$ cat src/rtl/bsg_mux2_sel_pkg.sv
// bsg_mux2_sel_pkg: command and FSM state encodings for the select-mask sequencer
package bsg_mux2_sel_pkg;

    typedef enum logic [1:0] {
        CMD_LOAD   = 2'd0,
        CMD_SWEEP  = 2'd1,
        CMD_ROTATE = 2'd2,
        CMD_CLEAR  = 2'd3
    } cmd_e;

    typedef enum logic [1:0] {
        ST_IDLE,
        ST_SWEEP,
        ST_ROT
    } state_e;

endpackage

$ cat src/rtl/bsg_mux2_sel_sequencer_if.sv
// bsg_mux2_sel_sequencer_if: command handshake and select-mask outputs of the sequencer
interface bsg_mux2_sel_sequencer_if #(parameter int width_p = 16);
    import bsg_mux2_sel_pkg::*;

    logic               v_i;
    cmd_e               cmd_i;
    logic [width_p-1:0] arg_i;
    logic               ready_o;
    logic [width_p-1:0] sel_o;
    logic               busy_o;
    logic               done_o;

    modport master (output v_i, cmd_i, arg_i, input ready_o, sel_o, busy_o, done_o);
    modport slave  (input v_i, cmd_i, arg_i, output ready_o, sel_o, busy_o, done_o);

endinterface

$ cat src/rtl/bsg_thermometer_decode.sv
// bsg_thermometer_decode: count -> mask with the low cnt_i bits set (cnt_i==width_p gives all ones)
module bsg_thermometer_decode #(
    parameter int width_p = 16,
    localparam int lg_cnt_lp = $clog2(width_p + 1)
) (
    input  logic [lg_cnt_lp-1:0] cnt_i,
    output logic [width_p-1:0]   mask_o
);

    assign mask_o = ~({width_p{1'b1}} << cnt_i);

endmodule

$ cat src/rtl/bsg_mux2_sel_sequencer.sv
// bsg_mux2_sel_sequencer: registered select-mask generator (load / thermometer sweep / rotate / clear)
module bsg_mux2_sel_sequencer
    import bsg_mux2_sel_pkg::*;
#(
    parameter int width_p = 16
) (
    input logic                          clk_i,
    input logic                          reset_n_i,
    bsg_mux2_sel_sequencer_if.slave      bus
);

    localparam int lg_cnt_lp = $clog2(width_p + 1);

    state_e               state_q, state_d;
    logic [lg_cnt_lp-1:0] cnt_q, cnt_d;
    logic [lg_cnt_lp-1:0] tgt_q, tgt_d;
    logic [lg_cnt_lp-1:0] rem_q, rem_d;
    logic [width_p-1:0]   sel_q, sel_d;
    logic                 done_q, done_d;

    logic [lg_cnt_lp-1:0] arg_cnt, arg_tgt, step_tgt, step_cnt;
    logic [width_p-1:0]   thermo, rot;

    // Sweep target is clamped to the mask width; while sweeping the latched target is used.
    assign arg_cnt  = bus.arg_i[lg_cnt_lp-1:0];
    assign arg_tgt  = (arg_cnt > lg_cnt_lp'(width_p)) ? lg_cnt_lp'(width_p) : arg_cnt;
    assign step_tgt = (state_q == ST_SWEEP) ? tgt_q : arg_tgt;
    assign step_cnt = (step_tgt > cnt_q) ? cnt_q + lg_cnt_lp'(1)
                    : (step_tgt < cnt_q) ? cnt_q - lg_cnt_lp'(1) : cnt_q;
    assign rot      = {sel_q[width_p-2:0], sel_q[width_p-1]};

    bsg_thermometer_decode #(.width_p(width_p)) thermo_dec (
        .cnt_i  (step_cnt),
        .mask_o (thermo)
    );

    // Next-state: command accept in IDLE, one sweep/rotate step per cycle otherwise.
    always_comb begin
        state_d = state_q;
        cnt_d   = cnt_q;
        tgt_d   = tgt_q;
        rem_d   = rem_q;
        sel_d   = sel_q;
        done_d  = 1'b0;
        case (state_q)
            ST_IDLE: if (bus.v_i) begin
                case (bus.cmd_i)
                    CMD_LOAD: begin
                        sel_d  = bus.arg_i;
                        done_d = 1'b1;
                    end
                    CMD_CLEAR: begin
                        sel_d  = '0;
                        cnt_d  = '0;
                        done_d = 1'b1;
                    end
                    CMD_SWEEP: begin
                        cnt_d = step_cnt;
                        sel_d = thermo;
                        tgt_d = arg_tgt;
                        if (step_cnt == arg_tgt) done_d = 1'b1;
                        else state_d = ST_SWEEP;
                    end
                    CMD_ROTATE: begin
                        if (arg_cnt != '0) sel_d = rot;
                        if (arg_cnt < lg_cnt_lp'(2)) done_d = 1'b1;
                        else begin
                            rem_d   = arg_cnt - lg_cnt_lp'(1);
                            state_d = ST_ROT;
                        end
                    end
                    default: ;
                endcase
            end
            ST_SWEEP: begin
                cnt_d = step_cnt;
                sel_d = thermo;
                if (step_cnt == tgt_q) begin
                    state_d = ST_IDLE;
                    done_d  = 1'b1;
                end
            end
            ST_ROT: begin
                sel_d = rot;
                rem_d = rem_q - lg_cnt_lp'(1);
                if (rem_q == lg_cnt_lp'(1)) begin
                    state_d = ST_IDLE;
                    done_d  = 1'b1;
                end
            end
            default: state_d = ST_IDLE;
        endcase
    end

    // State, level, counters and outputs; async reset discards any command in flight.
    always_ff @(posedge clk_i or negedge reset_n_i) begin
        if (!reset_n_i) begin
            state_q <= ST_IDLE;
            cnt_q   <= '0;
            tgt_q   <= '0;
            rem_q   <= '0;
            sel_q   <= '0;
            done_q  <= 1'b0;
        end else begin
            state_q <= state_d;
            cnt_q   <= cnt_d;
            tgt_q   <= tgt_d;
            rem_q   <= rem_d;
            sel_q   <= sel_d;
            done_q  <= done_d;
        end
    end

    assign bus.ready_o = (state_q == ST_IDLE);
    assign bus.busy_o  = (state_q != ST_IDLE);
    assign bus.sel_o   = sel_q;
    assign bus.done_o  = done_q;

endmodule

$ cat src/flat_wrapper.sv
// flat-port wrapper written by rule: the top's interface ports become plain ports
module bsg_mux2_sel_sequencer_flat import bsg_mux2_sel_pkg::*;
#(
    parameter int width_p = 16
)
  (clk_i, reset_n_i, bus_v_i, bus_cmd_i, bus_arg_i, bus_ready_o, bus_sel_o, bus_busy_o, bus_done_o);
  bsg_mux2_sel_sequencer_if #(.width_p(width_p)) bus_i ();
  input logic clk_i;
  input logic reset_n_i;
  input wire logic [$bits(bus_i.v_i)-1:0] bus_v_i;
  input wire logic [$bits(bus_i.cmd_i)-1:0] bus_cmd_i;
  input wire logic [$bits(bus_i.arg_i)-1:0] bus_arg_i;
  output wire logic [$bits(bus_i.ready_o)-1:0] bus_ready_o;
  output wire logic [$bits(bus_i.sel_o)-1:0] bus_sel_o;
  output wire logic [$bits(bus_i.busy_o)-1:0] bus_busy_o;
  output wire logic [$bits(bus_i.done_o)-1:0] bus_done_o;
  assign bus_i.v_i = bus_v_i;
  assign bus_i.cmd_i = bus_cmd_i;
  assign bus_i.arg_i = bus_arg_i;
  assign bus_ready_o = bus_i.ready_o;
  assign bus_sel_o = bus_i.sel_o;
  assign bus_busy_o = bus_i.busy_o;
  assign bus_done_o = bus_i.done_o;
  bsg_mux2_sel_sequencer #(.width_p(width_p)) u_core (.clk_i(clk_i), .reset_n_i(reset_n_i), .bus(bus_i));
endmodule
$ cat config.mk
export PLATFORM = sky130hd
export DESIGN_NAME = bsg_mux2_sel_sequencer_flat
export DESIGN_NICKNAME = d
export VERILOG_FILES = /design/src/rtl/bsg_mux2_sel_pkg.sv /design/src/rtl/bsg_mux2_sel_sequencer_if.sv /design/src/rtl/bsg_thermometer_decode.sv /design/src/rtl/bsg_mux2_sel_sequencer.sv /design/src/flat_wrapper.sv
export SDC_FILE = /design/constraint.sdc
export NUM_CORES = 1
export LEC_CHECK = 0
export CAP_MARGIN = 15
export CORE_MARGIN = 1
export CORE_UTILIZATION = 60
export DETAILED_ROUTE_END_ITERATION = 12
export GPL_TIMING_DRIVEN = 0
export PLACE_DENSITY = 0.92
export RECOVER_POWER = 100
export SKIP_CTS_REPAIR_TIMING = 1
export SYNTH_ARGS = -nofsm -noshare
export SYNTH_HDL_FRONTEND = slang
export SYNTH_SLANG_ARGS = --single-unit
export TNS_END_PERCENT = 1
$ cat constraint.sdc
create_clock -name clk_i -period 12.12 [get_ports clk_i]
set_input_delay 2.424 -clock clk_i [delete_from_list [all_inputs] [get_ports clk_i]]
set_output_delay 2.424 -clock clk_i [all_outputs]
set_load 0.005 [all_outputs]
==> results of run 1 <==
[power by group]
part	internal, uW	switching [uW]
Clock	45.9	43.5
Combinational	326	533
Sequential	164	57.9
Total	536	634
[cells by family (layout without fill, tap and decap cells)]
logic type	after synthesis	count (layout)	synth area share
AO/OA/AOI/OAI	155	155	0.3166
XOR/XNOR	22	22	0.06672
adder cells (fa/ha/maj)	18	18	0.06785
buffers and inverters	49	95	0.05843
flip-flops	34	34	0.2563
multiplexers	5	5	0.01696
AND/OR/NAND/NOR	155	155	0.2171
[worst min-delay path, delay by kind of cell, from the launching register on]
| kind | cells | cell delay, ns |
|---|---|---|
| simple gates | 1 | 0.06 |
| compound gates | 1 | 0.06 |
| flops | 1 | 0.39 |
[placed cells by master (no fill, tap or decap), types with 8 or more instances in the layout]
cell type,n
nand2_1,76
o21ai_0,41
a21oi_1,39
dfrtp_1,34
clkbuf_1,27
nor2_1,23
dlygate4sd3_1,21
inv_1,20
ha_1,18
xnor2_1,17
clkdlybuf4s50_1,16
nand3_1,15
a221oi_1,10
nand2b_1,9
o22ai_1,8
[through the flow]
stage / setup WS, ns / std cells
4_1_cts: 5.505 / 554
3_5_place_dp: 5.217 / 546
3_3_place_gp: 5.357 / 546
6_report: 4.295 / 554
2_1_floorplan: 6.355 / 438
5_1_grt: 4.218 / 554
[sequential cells by signal, summed over array words and instances (netlist names)]
register           flops
u_core.cnt_q           5
u_core.rem_q           5
u_core.bus.done_o      1
u_core.tgt_q           5
u_core.bus.sel_o      16
u_core.state_q         2
[path summary, 6_finish.rpt]
check,slack [ns],end,depth (start not counted)
max in group asynchronous,8.41,u_core.cnt_q[1],1
worst min register to register,0.55,u_core.tgt_q[0],2
worst max-delay path,4.30,u_core.bus.done_o,17
worst max register to register,5.72,u_core.bus.done_o,16
worst min-delay path,0.55,u_core.tgt_q[0],2
min in group asynchronous,2.62,u_core.rem_q[3],1
[layer usage]
layer	part of all wire	GRT usage	up-vias
li1	-	-	1676
met1	0.43	0.5011	1716
met2	0.45	0.5613	222
met3	0.10	0.07545	29
met4	0.020	0.1135	0
met5	0	0	-
[layout make-up]
cell class	count	area [sq um]	area share
buffer	29	117.6	0.03077
clock buffer	7	86.33	0.02259
clock inverter	1	5.005	0.001309
inverter	20	75.07	0.01964
multi-input combinational	355	2226	0.5823
sequential	34	850.8	0.2226
tap	70	87.58	0.02291
timing repair buffer	38	374.1	0.09787
==> impl_metrics.tcl, run 1 <==
set metrics [dict create \
    synth_edf_count 0 \
    rows 26 \
    synthTopCellsByCount "nand2_1 (76), a21oi_1 (38), o21ai_0 (38)" \
    antenna_found_initial 0 \
    num-fill-cells 434 \
    clock_latency_ns 0.30 \
    cts_max_path_buffers 2 \
    final_area_sq_um 3822 \
    drive_gt1_frac 0.05165 \
    critPathMaxStageDelay_ns 0.99 \
    fin_crit_ns 7.825 \
    finClkSkew_ns 0.01377 \
    async_flop_share 1.000 \
    grt_first_pass_wirelength_um 16750 \
    synthFlopType "dfrtp_1" \
    io_buffers 38 \
    fin_crit_sh 0.6456 \
    cts.sinks 34 \
    synthesis.nets 477 \
    hold_ws_ns 0.5460 \
    drt_iter0_drc 464 \
    wire_per_inst_um 18.43 \
    globalRouteOverflowTotal 0 \
    grt_usage 0.3609 \
    r2r_start "u_core.state_q[1]" \
    yosysMostFrequentCell "nand2_1" \
    ys_seq_elements 34 \
    nets 522 \
    ant_nets 0 \
    drc 0 \
    hp-start "u_core.tgt_q[0]" \
    p_per_area_nw_per_um2 306.2 \
    ys_warn_count 0 \
    worst_path_max_delay_cell "a2111oi_0" \
    critical_path_peak_fanout 10 \
    setup_tns_ns 0 \
    dieArea_sq_um 5834 \
    htreeDepth 2 \
    max_freq_mhz 127.8 \
    cts.root.buffer_cell "clkbuf_8" \
    min_path_type "flop to flop" \
    cts_buffers 5 \
    timing.slew.headroom -0.2379 \
    ys_types 65 \
    critPathCaptureType "flop" \
    outcome "finished, violations left" \
    synthCells 438 \
    path_cells "dlygate4sd3_1 -> inv_1 -> ha_1 -> or3b_2 -> nand2_1 -> nand2_1 -> nor2_1 -> a21oi_1 -> ha_1 -> o221ai_1 -> mux2i_1 -> xnor2_1 -> nand3_1 -> a2111oi_0 -> nor2_2 -> a21o_1 -> a21oi_1" \
    yosysTopAreaCellShare 0.2563 \
    seq_area_frac_synth 0.2563 \
    die_h_um 76.38 \
    syn_area_per_cell_sq_um 7.579 \
    vias_per_cell 6.576 \
    globalplace.congestion 0.9904 \
    crit_required_ns 12.35 \
    violations "max-capacitance violations, max-slew violations" \
    grt_max_degree 35 \
    initial_core_util 0.6377 \
    ios 40 \
    grt_pass1_vias 3426 \
    tightest_slew_ns 1.857 \
    startpoint "bus_arg_i[1]" \
    synth_area_leaders "dfrtp_1 (26%), nand2_1 (8.6%), ha_1 (6.8%), a21oi_1 (5.7%), o21ai_0 (5.7%)" \
    tritoncts "built" \
    dpl_cell_area_sq_um 3782 \
    critical-path-top-delay-family "compound AO/OA/AOI/OAI gates" \
    hold_viol 0 \
    crit_buf_inv 2 \
    crit_type "input port to flop" \
    synthToLayoutAreaGrowth_pct 15.15 \
    die_x_um 76.38 \
    ir_drop_mv 0.1722 \
    diodes 0 \
    startpoint_type "input port" \
    clk_pin_slew_worst_paths_ns 0.08 \
    cp.arrival_ns 8.05 \
    p_total_uw 1170 \
    dr.pass1.iters 6 \
    finish.utilization 0.7344 \
    core-area_sq_um 5205 \
    synth_area_sq_um 3319 \
    slew_violations 35 \
    drt_wl_total_um 10210 \
    p_leak_uw 0.001547 \
    rsz0062_at_grt "no" \
    hpwl_um 7573 \
    route.vias.total 3643 \
    setup_viol 0 \
    max-cap-violations 1 \
    synth_area_leader_cell "dfrtp_1" \
]
(Power assumes the default switching activity.)
==> inputs of run 2 (changes only) <==
Settings changed: CORE_UTILIZATION 60 to 57, PLACE_DENSITY 0.92 to 0.88.
Clock period 12.12 ns to 7.5 ns, I/O delays scaled along.
==> impl_metrics.tcl, run 2 (synthesized netlist as in run 1, its figures left out) <==
set metrics [dict create \
    outcome "finished, violations left" \
    violations "max-capacitance violations, max-slew violations" \
    critical_path_peak_fanout 10 \
    tritoncts "built" \
    p_per_area_nw_per_um2 492.4 \
    power.switching_uw 1020 \
    drt_iter0_drc 460 \
    cts_max_path_buffers 2 \
    critPathCaptureType "flop" \
    finClkSkew_ns 0.01140 \
    clk_pin_slew_worst_paths_ns 0.08 \
    synthToLayoutAreaGrowth_pct 15.42 \
    hpwl_um 7314 \
    grt_first_pass_wirelength_um 16100 \
    io_buffers 38 \
    grt_pass1_vias 3376 \
    path_cells "dlygate4sd3_1 -> inv_1 -> ha_1 -> or3b_2 -> nand2_1 -> nand2_1 -> nor2_1 -> a21oi_1 -> ha_1 -> o221ai_1 -> a221oi_1 -> xnor2_1 -> o2bb2ai_1 -> or4b_1 -> a21oi_1 -> o2111ai_1 -> o2bb2ai_1" \
    max_freq_mhz 154.3 \
    die_x_um 78.31 \
    grt_max_degree 35 \
    cts_buffers 5 \
    p_comb_frac 0.731 \
    rsz0062_at_grt "no" \
    cp.arrival_ns 6.69 \
    crit_required_ns 7.71 \
    worst_path_max_delay_cell "o221ai_1" \
    r2r_setup_slack_ns 1.55 \
    drt_wl_total_um 10230 \
    largest_register_ff_count 16 \
    wl_met3_um 1103 \
    cts.sinks 34 \
    num-fill-cells 482 \
    fin_crit_ns 6.481 \
    initial_core_util 0.5955 \
    maxUsedRoutingLayer "met4" \
    tightest_slew_ns 1.956 \
    rows 27 \
    drc 0 \
    antenna_found_initial 0 \
    crit_buf_inv 2 \
    ios 40 \
    startpoint_type "input port" \
    cts.root.buffer_cell "clkbuf_8" \
    setup_viol 0 \
    dieArea_sq_um 6132 \
    setup_tns_ns 0 \
    ant_nets 0 \
    met2_wirelength_um 4519 \
    wire_per_inst_um 18.40 \
    crit_type "input port to flop" \
    clock_latency_ns 0.29 \
    globalplace.congestion 0.9965 \
    met1_length_um 4241 \
    diodes 0 \
    pwr-share-seq 0.191 \
    timing.slew.headroom -0.3042 \
    die_h_um 78.31 \
    critPathMaxStageDelay_ns 0.72 \
    min_path_type "flop to flop" \
    p_leak_uw 0.001547 \
    core-area_sq_um 5574 \
    nets 522 \
    hold_viol 0 \
    regArea_sq_um 850.8 \
    swShare 0.5409 \
    globalRouteOverflowTotal 0 \
    vias_per_cell 6.592 \
    layout_commonest_cell "nand2_1" \
    dr.pass1.iters 6 \
    p_int_uw 866.1 \
    fin_crit_sh 0.8641 \
    pwr-share-clk 0.077 \
    ir_drop_mv 0.2554 \
    max-cap-violations 1 \
    drive_gt1_frac 0.05372 \
    multi_input_area_sq_um 2232 \
    grt_usage 0.3366 \
    pre_cts_slack_ns 1.487 \
    htreeDepth 2 \
    route.vias.total 3665 \
    slew_violations 35 \
    final.setup.worst_slack_ns 1.019 \
    most-common-layout-cells "nand2_1 (76), o21ai_0 (41), a21oi_1 (39)" \
    critical-path-top-delay-family "compound AO/OA/AOI/OAI gates" \
]
-- run 2: cell count changes in the layout (fill, tap and decap cells not counted) --
cell | previous run | this run
a2111oi_2 | 0 | 1
a2111oi_0 | 3 | 2
-- run 2: cell type report --
type / count / share of cell area
well taps: 72 / 0.02351
flip-flops and latches: 34 / 0.2221
plain buffers: 29 / 0.03070
multi-input cells: 355 / 0.5826
inverters: 20 / 0.01960
clock buffers: 7 / 0.02253
clock inverters: 1 / 0.001306
repair buffers: 38 / 0.09765
-- run 2: worst paths after layout --
check	from	endpoint	cells past startpoint
max in group asynchronous	reset_n_i	u_core.state_q[0]	1
min in group asynchronous	reset_n_i	u_core.bus.done_o	1
setup / recovery	bus_arg_i[1]	u_core.state_q[1]	17
setup reg to reg	u_core.state_q[1]	u_core.state_q[1]	16
hold / removal	u_core.bus.sel_o[14]	u_core.bus.sel_o[14]	2
hold reg to reg	u_core.bus.sel_o[14]	u_core.bus.sel_o[14]	2
-- run 2: worst register-to-register path, delay by kind of cell (launching register included) --
family	cells	cell delay [ns]
compound gates	7	2.11
buf+inv	4	1.37
simple gates	2	0.76
xor+xnor	1	0.69
fa+ha+maj	2	0.51
flops	1	0.42
-- run 2: per-layer routing --
| metal | up-vias | GRT usage |
|---|---|---|
| li1 | 1675 | - |
| met1 | 1697 | 0.4506 |
| met2 | 231 | 0.5377 |
| met3 | 62 | 0.06628 |
| met4 | 0 | 0.1130 |
| met5 | - | 0.04545 |
-- run 2: power by group through the flow --
stage | combinational (uW) | sequential, uW | clock (uW)
2_1_floorplan | 1010 | 337 | 0
3_3_place_gp | 1350 | 359 | 0
3_5_place_dp | 1380 | 360 | 0
4_1_cts | 1390 | 357 | 143
5_1_grt | 1480 | 369 | 153
6_report | 1380 | 361 | 146
-- run 2: per-stage QoR --
stage               hold WS, ns    util  std cells  area [sq um]  power (uW)
finish                   0.5516  0.6873        556          3831        1887
global route             0.5639  0.6873        556          3831        2006
CTS                      0.5527  0.6954        556          3876        1893
detailed placement       0.5318  0.6790        548          3785        1741
global placement         0.5259  0.6799        548          3790        1708
floorplan                0.4910       -        438          3319        1345
